==> src/rtl/fsk_if.sv <==
// Serial-bit input and shaped frequency-word output bundle for the FSK shaper.
interface fsk_if #(
    parameter int FW = 12
);
    logic                 en;
    logic                 tx;
    logic                 tx_valid;
    logic signed [FW-1:0] freq_word;
    logic                 mod_active;
    logic                 busy;

    modport master (output en, tx, tx_valid, input freq_word, mod_active, busy);
    modport slave  (input en, tx, tx_valid, output freq_word, mod_active, busy);
endinterface

==> src/rtl/fsk_shaper.sv <==
// Box-filter shaping of a whitened serial bit stream into a signed DCO deviation word,
// with PA gating that stays up until the filter has fully drained after the last bit.
//
//  state    | meaning
//  ---------+------------------------------------------------------------
//  S_IDLE   | no packet; symbol input is 0, PA off
//  S_ACTIVE | packet in progress; held symbol re-enters the filter each sample
//  S_DRAIN  | strobes stopped; zeros are fed until the window empties
module fsk_shaper #(
    parameter int FILT_LEN = 8,
    parameter int DEV_STEP = 16,
    parameter int FW       = 12,
    parameter int GAP_MAX  = 16
) (
    input  logic clk,
    input  logic rst,
    fsk_if.slave bus
);
    localparam int AW = $clog2(FILT_LEN) + 2;
    localparam int GW = $clog2(GAP_MAX);
    localparam int DW = $clog2(FILT_LEN);

    localparam logic [1:0] S_IDLE   = 2'd0;
    localparam logic [1:0] S_ACTIVE = 2'd1;
    localparam logic [1:0] S_DRAIN  = 2'd2;

    localparam logic [GW-1:0]        GAP_LAST   = GW'(GAP_MAX - 1);
    localparam logic [DW-1:0]        DRAIN_LOAD = DW'(FILT_LEN - 1);
    localparam logic signed [FW-1:0] DEV_K      = FW'(DEV_STEP);

    logic [1:0]           state, state_nxt;
    logic signed [1:0]    sym, cur;
    logic signed [1:0]    dl [FILT_LEN];
    logic signed [AW-1:0] acc, acc_nxt, cur_ext, tail_ext;
    logic signed [FW-1:0] acc_ext;
    logic [GW-1:0]        gap_cnt;
    logic [DW-1:0]        drain_cnt;
    logic                 mod_active_r;

    always_comb begin
        cur = 2'sd0;
        if (bus.tx_valid)
            cur = bus.tx ? 2'sd1 : -2'sd1;
        else if (state == S_ACTIVE)
            cur = sym;
    end

    // Running sum: add the entering symbol, remove the one leaving the window
    assign cur_ext  = {{(AW-2){cur[1]}}, cur};
    assign tail_ext = {{(AW-2){dl[FILT_LEN-1][1]}}, dl[FILT_LEN-1]};
    assign acc_nxt  = acc + cur_ext - tail_ext;

    always_comb begin
        state_nxt = state;
        case (state)
            S_IDLE: begin
                if (bus.tx_valid)
                    state_nxt = S_ACTIVE;
            end
            S_ACTIVE: begin
                if (!bus.tx_valid && gap_cnt == GAP_LAST)
                    state_nxt = S_DRAIN;
            end
            S_DRAIN: begin
                if (bus.tx_valid)
                    state_nxt = S_ACTIVE;
                else if (drain_cnt == '0 && acc == '0)
                    state_nxt = S_IDLE;
            end
            default: state_nxt = S_IDLE;
        endcase
    end

    always_ff @(posedge clk or posedge rst) begin
        if (rst) begin
            state        <= S_IDLE;
            sym          <= 2'sd0;
            acc          <= '0;
            gap_cnt      <= '0;
            drain_cnt    <= '0;
            mod_active_r <= 1'b0;
            for (int i = 0; i < FILT_LEN; i++)
                dl[i] <= 2'sd0;
        end else if (bus.en) begin
            state        <= state_nxt;
            mod_active_r <= (state_nxt != S_IDLE);
            acc          <= acc_nxt;
            dl[0]        <= cur;
            for (int i = FILT_LEN - 1; i > 0; i--)
                dl[i] <= dl[i-1];
            if (bus.tx_valid)
                sym <= cur;

            if (bus.tx_valid)
                gap_cnt <= '0;
            else if (state == S_ACTIVE && gap_cnt != GAP_LAST)
                gap_cnt <= gap_cnt + GW'(1);

            // Leaving ACTIVE on a gap timeout also drops the held symbol
            if (state == S_ACTIVE && state_nxt == S_DRAIN) begin
                sym       <= 2'sd0;
                drain_cnt <= DRAIN_LOAD;
            end else if (state == S_DRAIN && drain_cnt != '0) begin
                drain_cnt <= drain_cnt - DW'(1);
            end
        end
    end

    assign acc_ext        = {{(FW-AW){acc[AW-1]}}, acc};
    assign bus.freq_word  = acc_ext * DEV_K;
    assign bus.mod_active = mod_active_r;
    assign bus.busy       = mod_active_r;
endmodule
==> src/flat_wrapper.sv <==
// flat-port wrapper written by rule: the top's interface ports become plain ports
module fsk_shaper_flat 
#(
    parameter int FILT_LEN = 8,
    parameter int DEV_STEP = 16,
    parameter int FW       = 12,
    parameter int GAP_MAX  = 16
)
  (clk, rst, bus_en, bus_tx, bus_tx_valid, bus_freq_word, bus_mod_active, bus_busy);
  fsk_if #(.FW(FW)) bus_i ();
  input  logic clk;
  input  logic rst;
  input wire logic [$bits(bus_i.en)-1:0] bus_en;
  input wire logic [$bits(bus_i.tx)-1:0] bus_tx;
  input wire logic [$bits(bus_i.tx_valid)-1:0] bus_tx_valid;
  output wire logic [$bits(bus_i.freq_word)-1:0] bus_freq_word;
  output wire logic [$bits(bus_i.mod_active)-1:0] bus_mod_active;
  output wire logic [$bits(bus_i.busy)-1:0] bus_busy;
  assign bus_i.en = bus_en;
  assign bus_i.tx = bus_tx;
  assign bus_i.tx_valid = bus_tx_valid;
  assign bus_freq_word = bus_i.freq_word;
  assign bus_mod_active = bus_i.mod_active;
  assign bus_busy = bus_i.busy;
  fsk_shaper #(.FILT_LEN(FILT_LEN), .DEV_STEP(DEV_STEP), .FW(FW), .GAP_MAX(GAP_MAX)) u_core (.clk(clk), .rst(rst), .bus(bus_i));
endmodule
==> config.mk <==
export PLATFORM = sky130hd
export DESIGN_NAME = fsk_shaper_flat
export DESIGN_NICKNAME = d
export VERILOG_FILES = /design/src/rtl/fsk_if.sv /design/src/rtl/fsk_shaper.sv /design/src/flat_wrapper.sv
export SDC_FILE = /design/constraint.sdc
export NUM_CORES = 1
export LEC_CHECK = 0
export ABC_AREA = 1
export BUFFER_PORTS_ARGS = -buffer_cell sky130_fd_sc_hd__buf_2
export CORE_UTILIZATION = 40
export CTS_CLUSTER_DIAMETER = 80
export DETAILED_ROUTE_END_ITERATION = 16
export GPL_TIMING_DRIVEN = 0
export PLACE_DENSITY_LB_ADDON = 0.25
export SLEW_MARGIN = 20
export SYNTH_ARGS = -nofsm -noshare
export SYNTH_HDL_FRONTEND = slang
export SYNTH_SLANG_ARGS = --single-unit
==> constraint.sdc <==
create_clock -name clk -period 4 [get_ports clk]
set_input_delay 0.8 -clock clk [delete_from_list [all_inputs] [get_ports clk]]
set_output_delay 0.8 -clock clk [all_outputs]
set_load 0.05 [all_outputs]
==> key figures <==
STA
  • Final Max Slew Viols: 0
  • Period utilization: 70.2%
  • Final hold slack: around 0.47 ns
  • Slew headroom: about 53%
  • Final-report hold violation count: 0
  • Slew @ Worst Pin: 0.701 ns
  • Final WS setup: 1.19 ns
  • Fmax achieved: 356 MHz
  • Tmin final: 2.81 ns
  • Sum Neg Setup Slack: 0 ns
  • Final setup viols: 0
  • Fin Clk Skew: 0.00547 ns
  • RSZ-0062 raised after global routing: false

Clocking
  • CTS Buffer Depth: 2
  • Post-CTS Resized: 0
  • Hold_buf cts: 0
  • # Post-CTS Setup Buffers: 0
  • Cts bufs inserted: 5
  • CTS H-Tree Depth: 2
  • CTS tree: yes
  • Clock Latency Late Sink: 0.29 ns
  • Root Buffer: clkbuf_8
  • Clock sink count: 33
  • CTS clk-pin slew, worst paths: 0.07 ns

Worst setup path
  • Kind of critical path: input pin to flip-flop
  • Most frequent CP cell: nand2_1
  • Worst Setup End Kind: flip-flop
  • Critical Path AT: 2.99 ns
  • Crit-path max FO: 8
  • Crit start category: input pin
  • Crit-path cells: buf_2 > inv_2 > or2_4 > nand2_2 > inv_1 > fa_1 > inv_1 > fa_1 > nand3_1 > nand2_1 > nand2_1 > nand2_1 > inv_1 > nand2_1 > nand3_1 > nand2_1
  • Crit path max-delay cell type: fa_1
  • CP Data Required Time: 4.18 ns
  • Crit path largest cell delay: around 0.50 ns

Final layout
  • Share of cells above drive strength 1: 15.2%
  • Non-filler instance count after layout: 293
  • Final instance area: 2030 sq um
  • Fill cells: approximately 430
  • Core Util, Final: roughly half
  • Area grow syn2layout: 14.4%
  • N_diodes: 0
  • Nets: 259

Worst hold path
  • HP Class: flip-flop to flip-flop

Place
  • Dpl cell area: 1920 sq um
  • Global placer's final weighted congestion: 0.770
  • PortBufs: 13
  • Pre-CTS setup slack: 0.873 ns
  • Placed insts: 285
  • Detailed Place HPWL: 2260 um

Synthesis
  • Synth area leaders: dfrtp_1 46%, nand2_1 15%, inv_1 5.9%
  • Seq/Total Area, Yosys: 46.5%
  • Post-synthesis cell area: approximately 1800 sq um
  • Cells after Synth: 219
  • FF+latch count, synth: 33
  • Leading area contributor after synthesis: dfrtp_1
  • Post-synth cell types: 24
  • Area fraction of the dominant cell type after synthesis: 46.5%
  • Synth Warn #: 0
  • Mean Syn Cell Area: 8.11 sq um

Drt
  • Routed wire length per instance: approximately 11 um
  • DRT Pass-1 Iters: 4
  • Via/cell ratio: 4.48
  • Initial DRC Count: 55
  • ANT nets after route: 0
  • Vias: 1,312
  • Drt drc: 0
  • Detailed-route wire length: around 3200 um

Die
  • DIE WIDTH: 68.6 um
  • Top-Level Pins: 19
  • DIE HEIGHT: 68.6 um
  • Area of the core: ~4100 sq um
  • Initial Util: 42.9%
  • Total die area: 4710 sq um
  • Row Count: 23

Power
  • Static Leak: 1.10 nW
  • Maximum VDD drop: roughly 260 uV
  • Overall power: roughly 1.4 mW
  • Pwr per Cell Area: 677 nW/um^2

Global route
  • Vias in the first global route: about 1.2k
  • Global-route wire length before repair: about 5300 um
  • Antenna violations before repair: 0
  • Total global-route track usage: 16.0%
  • Largest net degree at the start of global routing: 34
  • GR Overflow Total: 0

Status
  • Status: finished, final reports clean

Job
  • Max_cap viols: 0
-- flip-flops by register name, indices dropped and copies added (netlist names) --
name,count
u_core.drain_cnt,3
u_core.sym,2
u_core.gap_cnt,4
u_core.dl,16
u_core.bus.busy,1
u_core.acc,5
u_core.state,2
-- path summary, 6_finish.rpt --
kind	startpoint	to	slack, ns	depth (start not counted)
min	u_core.dl[2]	u_core.dl[2]	0.47	2
min in group asynchronous	rst	u_core.dl[6]	0.61	2
max in group asynchronous	rst	u_core.drain_cnt[0]	2.93	2
max reg2reg	u_core.state[1]	u_core.acc[4]	1.43	17
min reg2reg	u_core.dl[2]	u_core.dl[2]	0.47	2
max	bus_tx_valid	u_core.acc[4]	1.19	16
-- synth_stat cells --
cell type	n
o21ai_0	19
buf_6	1
inv_2	2
fa_1	4
clkbuf_1	3
a21oi_1	6
ha_1	8
or2_0	1
o22ai_1	1
inv_4	1
nor2_2	1
buf_2	1
nand3_1	15
conb_1	1
nand2_2	1
or2_4	1
dfrtp_1	33
xnor2_1	1
nor3_1	2
nand2_1	72
buf_4	8
o21a_1	1
nor2_1	8
inv_1	28
-- report_power, final --
| group | switching (mW) | internal (mW) | total, mW |
|---|---|---|---|
| sequential | 0.0508 | 0.396 | 0.447 |
| combinational | 0.395 | 0.202 | 0.596 |
| clock | 0.128 | 0.203 | 0.332 |
| total | 0.574 | 0.801 | 1.37 |
-- cell type report --
cell class | count | area [sq um] | share of cell area (%)
clock inverter | 1 | 30.0 | 1.48
inverter | 31 | 119 | 5.85
buffer | 13 | 87.6 | 4.31
tap | 50 | 62.6 | 3.08
multi-input combinational | 145 | 756 | 37.2
timing repair buffer | 13 | 65.1 | 3.20
sequential | 33 | 826 | 40.6
clock buffer | 7 | 86.3 | 4.25
-- routing by layer --
layer,part of all wire [%],GRT usage [%],routed length [um]
met1,52,20.8,1680
met2,43,24.0,1390
met3,3.6,4.44,118
met4,1.7,8.59,56
met5,0,0,0
-- logic make-up (layout without fill, tap and decap cells) --
| family | after synthesis | count (layout) | synth area share, % |
|---|---|---|---|
| compound gates | 27 | 27 | 7.82 |
| other cells | 1 | 4 | 0.211 |
| xor+xnor | 1 | 1 | 0.493 |
| buf+inv | 44 | 65 | 11.6 |
| fa+ha+maj | 12 | 12 | 10.1 |
| simple gates | 101 | 101 | 23.2 |
| flops | 33 | 33 | 46.5 |
-- layout by cell type (no fill, tap or decap), drive strengths merged, types with 4 or more instances in the layout --
| master | n |
|---|---|
| fa | 4 |
| conb | 4 |
| nand3 | 15 |
| dfrtp | 33 |
| o21ai | 19 |
| buf | 23 |
| nor2 | 9 |
| nand2 | 73 |
| a21oi | 6 |
| clkbuf | 10 |
| ha | 8 |
| inv | 31 |
-- worst max-delay path, delay by kind of cell --
| family | cells | cell delay, ns |
|---|---|---|
| buffers and inverters | 5 | 0.45 |
| and+or+nand+nor | 9 | 0.78 |
| adders and majority gates | 2 | 0.96 |
No activity file was read; power rests on OpenSTA's default activity.
